`src/rtl/ndro_drv_pkg.sv`:
```
// Shared encodings and helpers for the NDRO pulse driver.
package ndro_drv_pkg;

  typedef enum logic [1:0] {
    OP_NOP   = 2'b00,
    OP_SET   = 2'b01,
    OP_RESET = 2'b10,
    OP_READ  = 2'b11
  } op_e;

  typedef enum logic [1:0] {
    IDLE,
    GUARD,
    WAIT_RD,
    RESP
  } state_e;

  localparam int SYNC_STAGES = 2;

  function automatic int max3(input int a, input int b, input int c);
    int m;
    m = (a > b) ? a : b;
    return (m > c) ? m : c;
  endfunction

endpackage

```
`src/rtl/ndro_edge_sync.sv`:
```
// Synchronises the asynchronous cell output and flags each toggle as a 1-cycle pulse;
// latency: toggle visible on out_edge SYNC_STAGES posedges after capture; no backpressure.
module ndro_edge_sync
  import ndro_drv_pkg::*;
(
  input  logic clk,
  input  logic reset_n,
  input  logic din,
  output logic out_edge
);

  localparam int MW = $clog2(SYNC_STAGES + 1);

  logic [SYNC_STAGES-1:0] sync_q;
  logic                   prev_q;
  logic [MW-1:0]          mask_q;

  always_ff @(posedge clk or negedge reset_n) begin
    if (!reset_n) begin
      sync_q <= '0;
      prev_q <= 1'b0;
      mask_q <= MW'(SYNC_STAGES);
    end else begin
      sync_q <= {sync_q[SYNC_STAGES-2:0], din};
      if (mask_q != '0) begin
        mask_q <= mask_q - MW'(1);
        // baseline follows the level about to reach the last stage
        prev_q <= sync_q[SYNC_STAGES-2];
      end else begin
        prev_q <= sync_q[SYNC_STAGES-1];
      end
    end
  end

  assign out_edge = (mask_q == '0) && (sync_q[SYNC_STAGES-1] != prev_q);

endmodule

```
`src/rtl/ndro_pulse_driver.sv`:
```
// Drives SFQ pulse lines of one NDRO cell from SET/RESET/READ commands; optional NDRO_SHADOW_CHECK_EN.
// Latency: pulse 1 cycle after accept; cmd_ready low during gaps/reads; response held until rsp_ready.
module ndro_pulse_driver
  import ndro_drv_pkg::*;
#(
  parameter int GAP_RESET   = 2,
  parameter int GAP_CLK     = 3,
  parameter int READ_WINDOW = 8
) (
  input  logic       clk,
  input  logic       reset_n,
  input  logic       cmd_valid,
  output logic       cmd_ready,
  input  logic [1:0] cmd_op,
  output logic       set,
  output logic       reset,
  output logic       ndro_clk,
  input  logic       ndro_out,
  output logic       rsp_valid,
  input  logic       rsp_ready,
  output logic       rsp_data,
  output logic       spurious
`ifdef NDRO_SHADOW_CHECK_EN
  ,
  output logic       shadow_err
`endif
);

  localparam int CW = $clog2(max3(GAP_RESET, GAP_CLK, READ_WINDOW) + 1);

  state_e        state;
  logic [CW-1:0] guard_q;
  logic [CW-1:0] win_q;
  logic          out_edge;
  logic          accept;
  logic          rd_hit;
  logic          rd_miss;
  op_e           op;

  function automatic logic [CW-1:0] dec_sat(input logic [CW-1:0] v);
    return (v == '0) ? '0 : v - CW'(1);
  endfunction

  ndro_edge_sync u_sync (
    .clk      (clk),
    .reset_n  (reset_n),
    .din      (ndro_out),
    .out_edge (out_edge)
  );

  assign op      = op_e'(cmd_op);
  assign accept  = cmd_valid && cmd_ready;
  assign rd_hit  = (state == WAIT_RD) && out_edge;
  assign rd_miss = (state == WAIT_RD) && !out_edge && (win_q == '0);

  always_ff @(posedge clk or negedge reset_n) begin
    if (!reset_n) begin
      state     <= IDLE;
      guard_q   <= '0;
      win_q     <= '0;
      cmd_ready <= 1'b0;
      rsp_valid <= 1'b0;
      rsp_data  <= 1'b0;
      set       <= 1'b0;
      reset     <= 1'b0;
      ndro_clk  <= 1'b0;
      spurious  <= 1'b0;
    end else begin
      // both counters run down freely and park at zero; loads below take priority
      guard_q <= dec_sat(guard_q);
      win_q   <= dec_sat(win_q);

      if (out_edge && state != WAIT_RD)
        spurious <= 1'b1;

      case (state)
        IDLE: begin
          cmd_ready <= (guard_q == '0);
          if (accept) begin
            case (op)
              OP_SET: set <= ~set;
              OP_RESET: begin
                reset     <= ~reset;
                guard_q   <= CW'(GAP_RESET);
                cmd_ready <= 1'b0;
                state     <= GUARD;
              end
              OP_READ: begin
                ndro_clk  <= ~ndro_clk;
                guard_q   <= CW'(GAP_CLK);
                win_q     <= CW'(READ_WINDOW);
                cmd_ready <= 1'b0;
                state     <= WAIT_RD;
              end
              default: ;
            endcase
          end
        end

        GUARD: begin
          if (guard_q < CW'(2)) begin
            cmd_ready <= 1'b1;
            state     <= IDLE;
          end
        end

        WAIT_RD: begin
          if (rd_hit || rd_miss) begin
            rsp_data  <= rd_hit;
            rsp_valid <= 1'b1;
            state     <= RESP;
          end
        end

        RESP: begin
          if (rsp_ready) begin
            rsp_valid <= 1'b0;
            if (guard_q > CW'(1)) begin
              state <= GUARD;
            end else begin
              cmd_ready <= 1'b1;
              state     <= IDLE;
            end
          end
        end

        default: state <= IDLE;
      endcase
    end
  end

`ifdef NDRO_SHADOW_CHECK_EN
  logic shadow_q;

  always_ff @(posedge clk or negedge reset_n) begin
    if (!reset_n) begin
      shadow_q   <= 1'b0;
      shadow_err <= 1'b0;
    end else begin
      shadow_err <= (rd_hit || rd_miss) && (rd_hit != shadow_q);
      if (accept && op == OP_SET)
        shadow_q <= 1'b1;
      else if (accept && op == OP_RESET)
        shadow_q <= 1'b0;
    end
  end
`endif

endmodule
```
`config.mk`:
```
export PLATFORM = sky130hd
export DESIGN_NAME = ndro_pulse_driver
export DESIGN_NICKNAME = d
export VERILOG_FILES = /design/src/rtl/ndro_drv_pkg.sv /design/src/rtl/ndro_edge_sync.sv /design/src/rtl/ndro_pulse_driver.sv
export SDC_FILE = /design/constraint.sdc
export NUM_CORES = 1
export LEC_CHECK = 0
export CELL_PAD_IN_SITES_DETAIL_PLACEMENT = 1
export CELL_PAD_IN_SITES_GLOBAL_PLACEMENT = 1
export CORE_MARGIN = 2
export CORE_UTILIZATION = 47
export CTS_CLUSTER_DIAMETER = 200
export DETAILED_ROUTE_END_ITERATION = 6
export DONT_BUFFER_PORTS = 1
export PLACE_DENSITY_LB_ADDON = 0.1
export SLEW_MARGIN = 20
export SYNTH_ARGS = -nofsm -noshare
export SYNTH_HDL_FRONTEND = slang
export SYNTH_SLANG_ARGS = --single-unit
export TNS_END_PERCENT = 1
```
`constraint.sdc`:
```
create_clock -name clk -period 1.4 [get_ports clk]
set_input_delay 0.14 -clock clk [delete_from_list [all_inputs] [get_ports clk]]
set_output_delay 0.14 -clock clk [all_outputs]
set_load 0.05 [all_outputs]
```
==> summary.md, run 1 <==
| Metric | Value |
|---|---|
| # DRC | `0` |
| Worst-margin pin slew | `0.9688 ns` |
| Worst-path clk slew | `0.11 ns` |
| CP bufs+invs | `0` |
| CP peak stage delay | `slightly below 0.6 ns` |
| First-pass GRT wire length | `3525 um` |
| Register area | `~550 sq um` |
| Most frequent cell after synthesis | `dfrtp_1` |
| Multi-input combinational cell area | `385.4 sq um` |
| Cell taking the most area after synthesis | `dfrtp_1` |
| WL final | `2012 um` |
| N_diodes | `0` |
| Final Skew | `around 0.0011 ns` |
| Final hold violation count | `0` |
| Layout cells sized above 1 | `between 20% and 30%` |
| Core footprint | `1942 sq um` |
| ANT nets after route | `0` |
| Min Tclk post-route | `roughly 1.3 ns` |
| GRT overflow | `0` |
| Crit path required time | `1.58 ns` |
| Syn Inst Count | `86` |
| Asr flop ratio synth | `100.0%` |
| Die X | `approximately 49 um` |
| RSZ-0062 raised after global routing | `no` |
| Clock buffer depth | `2` |
| Area grow syn2layout | `14.25%` |
| CP max-delay cell | `or4_4` |
| Antenna violations before repair | `0` |
| H-tree levels | `1` |
| Die height | `49.13 um` |
| Lkg Pwr | `0.4806 nW` |
| Top post-synthesis cells by area | `dfrtp_1 (55%), o21ai_0 (4.7%), dfstp_2 (2.7%), nand2_1 (2.7%), xnor2_1 (2.7%)` |
| Avg WL per Cell | `16.10 um` |
| FILL cells | `235` |
| DR vias | `679` |
| Final Net Count | `107` |
| Top post-synthesis cells by count | `dfrtp_1 (21), o21ai_0 (9), nand2_1 (7), a21oi_1 (5)` |
| Site Rows | `16` |
| Switching portion of total power | `a little over two fifths` |
| Max Clk Rate | `about 0.75 GHz` |
| Die area | `2413 sq um` |
| Critical Path Start Type | `flip-flop` |
| Largest net degree at the start of global routing | `23` |
| Max VDD drop | `around 1100 uV` |
| Top Family by Delay on Critical Path | `simple AND/OR/NAND/NOR gates` |
| Synth Cell Area | `957.2 sq um` |
| Vias per cell | `5.432` |
| Routability cong. | `0.6987` |
| YS warnings | `0` |
| Syn_nets | `94` |
| CP Class | `reg2reg` |
| CTS tree | `built` |
| DP Wirelength | `1477 um` |
| GR Util All Layers | `19.53%` |
| Syn avg cell area | `11.13 sq um` |
| Hold Path Class | `in2reg` |
| Root Driver | `clkbuf_4` |
| Number of top-level pins | `14` |
| Setup-failing EPs final | `0` |
| Critical-path maximum fanout | `7` |
| Worst-Skew Late Latency | `0.29 ns` |
| Clock Sinks | `22` |
| Seq pwr share | `52.4%` |
| Yosys cell types | `34` |
| Logic pwr share | `34.2%` |
| Synth Flop Type | `dfrtp_1` |
| Arrival @ worst endpoint | `1.50 ns` |
| Status | `finished clean` |
| Placed insts | `119` |
| Starting Density | `between 40% and 50%` |
| CP cell instances | `or4_4, xnor2_2` |
| First DRT Iteration DRCs | `2` |
| Register area share after synthesis | `57.65%` |
| Port bufs | `0` |
| Fin cells | `around 130` |
| EDFF count, synth | `0` |
| Internal power | `1.202 mW` |
| Clock power share | `13.4%` |
| Fin Hold WS | `approximately 0.015 ns` |
| Crit. End Element | `flip-flop` |
| Slew margin rel. | `35.20%` |
| Post-route setup slack | `approximately 0.073 ns` |
| Power Density | `between 1500 and 2000 nW/um^2` |
| Tcrit/Tclk final | `94.77%` |
| Slew Limit Fails | `0` |
| TNS Setup | `0 ns` |
| Seq cells post-synth | `22` |
| Vias in the first global route | `between 700 and 800` |
| Tot Pwr | `approximately 2.1 mW` |
| Max Cap Viol | `0` |
| Yosys top cell area share | `54.90%` |
| Switching power | `0.9399 mW` |
| TritonCTS buffer count | `3` |
| Place WS | `0.05202 ns` |
| Drt first pass iters | `3` |
[worst register-to-register path, stage by stage (launching register included)]
cell and delay (ns):
dfrtp_1 0.47, or4_4 0.59, xnor2_2 0.14
[cells by family after synthesis]
kind of cell | after synthesis | share of synthesized area (%)
simple gates | 28 | 16.47
buf+inv | 6 | 3.136
compound gates | 23 | 14.90
flops | 22 | 57.65
fa+ha+maj | 1 | 1.307
mux | 1 | 1.176
xor+xnor | 5 | 5.361
[layout by cell type, fill, tap and decap left out, types with 2 or more instances in the layout]
cell,n
nand2_1,7
xnor2_1,3
nand3_1,3
dfrtp_1,20
a21oi_1,4
o31ai_1,2
nand3b_1,2
buf_4,8
clkbuf_4,3
nor3_1,3
nor2_1,4
inv_1,4
o21ai_0,9
dlygate4sd3_1,2
[power by group through the flow]
stage	registers (mW)	logic, mW	clock network (mW)
floorplan	1.22	0.396	0
global placement	1.12	0.679	0
detailed placement	1.13	0.703	0
CTS	1.11	0.722	0.301
global route	1.15	0.819	0.326
finish	1.12	0.733	0.287
[stage by stage]
stage	cell area (sq um)	util, %
global placement	1037	53.41
global route	1094	56.31
detailed placement	1037	53.41
CTS	1084	55.80
finish	1094	56.31
floorplan	958.4	-
[routing by layer]
metal  up-vias  track usage, %  part of all wire, %
li1        334               -                    -
met1       337           23.89                   42
met2         6           34.01                   54
met3         2           3.681                  3.2
met4         0           7.143                 0.65
met5         -               0                    0
[worst paths after layout]
path	slack, ns	cells past startpoint	to	start
max	0.07	2	reset	state[0]
min	0.01	2	set	cmd_op[0]
max reg2reg	0.07	2	reset	state[0]
min reg2reg	0.39	0	u_sync.sync_q[1]	u_sync.sync_q[0]
max in group asynchronous	0.32	1	cmd_ready	reset_n
min in group asynchronous	0.43	1	reset	reset_n
[area by class of cell]
class	count	share of cell area, %
clock buffers	4	2.403
well taps	27	3.089
inverters	4	1.373
repair buffers	10	7.323
flip-flops and latches	22	50.57
multi-input cells	58	35.24
[sequential cells by signal, indices dropped and copies added, names as in the netlist]
name,count
set,1
reset,1
guard_q,4
u_sync.mask_q,2
cmd_ready,1
win_q,4
u_sync.prev_q,1
state,2
spurious,1
ndro_clk,1
rsp_data,1
rsp_valid,1
u_sync.sync_q,2
[repair_timing]
item	4_1_cts	5_1_grt
resized for setup	0	2
hold endpoints to repair	23	0
setup endpoints to repair	0	3
hold buffers	2	0
setup buffers	0	0
Note: power is estimated with default switching activity, not from simulation.
==> run 2: changes to the inputs <==
--- a/config.mk
+++ b/config.mk
@@ -7,6 +7,7 @@
 export LEC_CHECK = 0
 export CELL_PAD_IN_SITES_DETAIL_PLACEMENT = 1
 export CELL_PAD_IN_SITES_GLOBAL_PLACEMENT = 1
+export CORE_ASPECT_RATIO = 0.7
 export CORE_MARGIN = 2
 export CORE_UTILIZATION = 47
 export CTS_CLUSTER_DIAMETER = 200
==> summary.md, run 2 (same netlist as run 1, synthesis figures left out) <==
| Metric | Value |
|---|---|
| Clock Sinks | `22 (unchanged)` |
| Commonest non-fill, non-tap cell in the layout | `dfrtp_1` |
| Max Cap Viol | `0 (unchanged)` |
| Site Rows | `13 (-3)` |
| Final Skew | `0.005714 ns (+0.004620 ns)` |
| Internal power | `1.207 mW (+0.39%)` |
| Critical Path Start Type | `flip-flop` |
| Clock power share | `13.7% (+0.3 points)` |
| Setup-failing EPs final | `0 (unchanged)` |
| Tot Pwr | `2.164 mW (+1.0%)` |
| Worst-Skew Late Latency | `0.31 ns (+0.02 ns)` |
| RSZ-0062 raised after global routing | `no` |
| Avg WL per Cell | `16.68 um (+3.6%)` |
| Area grow syn2layout | `12.81%` |
| Arrival @ worst endpoint | `1.52 ns (+0.02 ns)` |
| # DRC | `0 (unchanged)` |
| TritonCTS buffer count | `3 (unchanged)` |
| Post-CTS Setup Bufs | `0 (unchanged)` |
| Number of top-level pins | `14 (unchanged)` |
| Slew margin rel. | `35.53% (+0.32 points)` |
| CP peak stage delay | `0.59 ns (about the same)` |
| Seq pwr share | `52.2% (-0.2 points)` |
| CP Class | `reg2reg` |
| Switching power | `0.9569 mW (+1.8%)` |
| WL final | `2002 um (-0.50%)` |
| FILL cells | `217 (-7.7%)` |
| Tcrit/Tclk final | `95.09% (+0.32 points)` |
| Critical-path maximum fanout | `7 (unchanged)` |
| Multi-input combinational cell area | `375.4 sq um (-2.6%)` |
| Finished Cell Area | `1080 sq um (-1.3%)` |
| CP bufs+invs | `0 (unchanged)` |
| Final Net Count | `107 (unchanged)` |
| Die area | `2419 sq um (+0.25%)` |
| Max Clk Rate | `0.7511 GHz (-0.34%)` |
| Die X | `57.94 um (+18%)` |
| Routability cong. | `0.7638 (+9.3%)` |
| Die height | `41.76 um (-15%)` |
| Power Density | `2004 nW/um^2 (+2.3%)` |
| GRT overflow | `0 (unchanged)` |
| Worst-margin pin slew | `0.9639 ns (-0.004844 ns)` |
| Crit path required time | `1.59 ns (about the same)` |
| Layout cells sized above 1 | `18.37% (-3.1 points)` |
| Vias in the first global route | `751 (-1.3%)` |
| Register area | `553.0 sq um (unchanged)` |
| CP max-delay cell | `or4_4` |
| Final hold violation count | `0 (unchanged)` |
| CP cell instances | `or4_4, xnor2_2` |
| CTS tree | `built` |
| Top Family by Delay on Critical Path | `simple AND/OR/NAND/NOR gates` |
| Top Registers | `guard_q x4, win_q x4` |
| Port bufs | `0 (unchanged)` |
| First-pass GRT wire length | `3477 um (-1.4%)` |
| Switching portion of total power | `44.22% (+0.35 points)` |
| Largest net degree at the start of global routing | `23 (unchanged)` |
| Placed insts | `113 (-5.0%)` |
| Slew Limit Fails | `0 (unchanged)` |
| Crit. End Element | `flip-flop` |
| Root Driver | `clkbuf_4` |
| Commonest non-fill, non-tap cells in the layout | `dfrtp_1 (20), o21ai_0 (9), nand2_1 (7), buf_4 (7), a21oi_1 (5)` |
| First DRT Iteration DRCs | `15 (+13)` |
| DP Wirelength | `1475 um (-0.16%)` |
| Fin cells | `120 (-4.0%)` |
| Worst-path clk slew | `0.12 ns (about the same)` |
| TNS Setup | `0 ns (unchanged)` |
| N_diodes | `0 (unchanged)` |
| Status | `finished clean` |
| Starting Density | `50.73% (+1.4 points)` |
| H-tree levels | `1 (unchanged)` |
| Hold Path Class | `in2reg` |
| ANT nets after route | `0 (unchanged)` |
| Post-DP Area | `1023 sq um (-1.3%)` |
| Min Tclk post-route | `1.331 ns (+0.004472 ns)` |
| Antenna violations before repair | `0 (unchanged)` |
| Core footprint | `1887 sq um (-2.8%)` |
| DR vias | `714 (+5.2%)` |
| GR Util All Layers | `19.42% (-0.11 points)` |
| Place WS | `0.08920 ns (+0.03718 ns)` |
| Max VDD drop | `1606 uV (+43%)` |
| Lkg Pwr | `0.4787 nW (-0.40%)` |
| Drt first pass iters | `4 (+1)` |
| Logic pwr share | `34.2% (about the same)` |
| Post-route setup slack | `0.06869 ns (-0.004472 ns)` |
| Clock buffer depth | `2 (unchanged)` |
| Vias per cell | `5.950 (+9.5%)` |
## run 2: changes by cell type in the layout (fill, tap and decap cells not counted), sizes merged
cell,previous run,this run
buf,8,7
dlygate4sd3,2,3
## run 2: cell type report
| class | instances | area share [%] |
|---|---|---|
| Sequential cell | 22 | 51.22 |
| Multi-Input combinational cell | 58 | 34.76 |
| Timing Repair Buffer | 10 | 7.648 |
| Tap cell | 22 | 2.549 |
| Clock buffer | 4 | 2.433 |
| Inverter | 4 | 1.390 |
## run 2: power by group through the flow
stage | clock network, mW | logic [mW] | registers (mW)
3_3_place_gp | 0 | 0.696 | 1.13
5_1_grt | 0.331 | 0.812 | 1.16
4_1_cts | 0.311 | 0.746 | 1.13
3_5_place_dp | 0 | 0.721 | 1.14
6_report | 0.296 | 0.739 | 1.13
2_1_floorplan | 0 | 0.396 | 1.22
## run 2: through the flow
step	hold slack (ns)	util, %
floorplan	-0.1556	-
CTS	0.01284	57.23
global placement	-0.1552	54.24
finish	0.02471	57.23
detailed placement	-0.1553	54.24
global route	0.01119	57.23
## run 2: path summary, 6_finish.rpt
check | end | cells past startpoint | slack, ns | startpoint
worst min register to register | u_sync.sync_q[1] | 0 | 0.39 | u_sync.sync_q[0]
worst min-delay path | reset | 2 | 0.02 | cmd_op[0]
worst max register to register | reset | 2 | 0.07 | state[0]
worst max-delay path | reset | 2 | 0.07 | state[0]
min in group asynchronous | guard_q[2] | 1 | 0.42 | reset_n
max in group asynchronous | cmd_ready | 1 | 0.34 | reset_n
## run 2: metal layers
layer | global-route usage, % | routed length (um)
met1 | 24.80 | 916
met2 | 29.55 | 962
met3 | 9.346 | 107
met4 | 5.116 | 15
met5 | 0 | 0
## run 2: timing repair
item	4_1_cts	5_1_grt
resized for setup	0	0
setup endpoints to repair	0	0
hold endpoints to repair	24	0
hold buffers	3	0
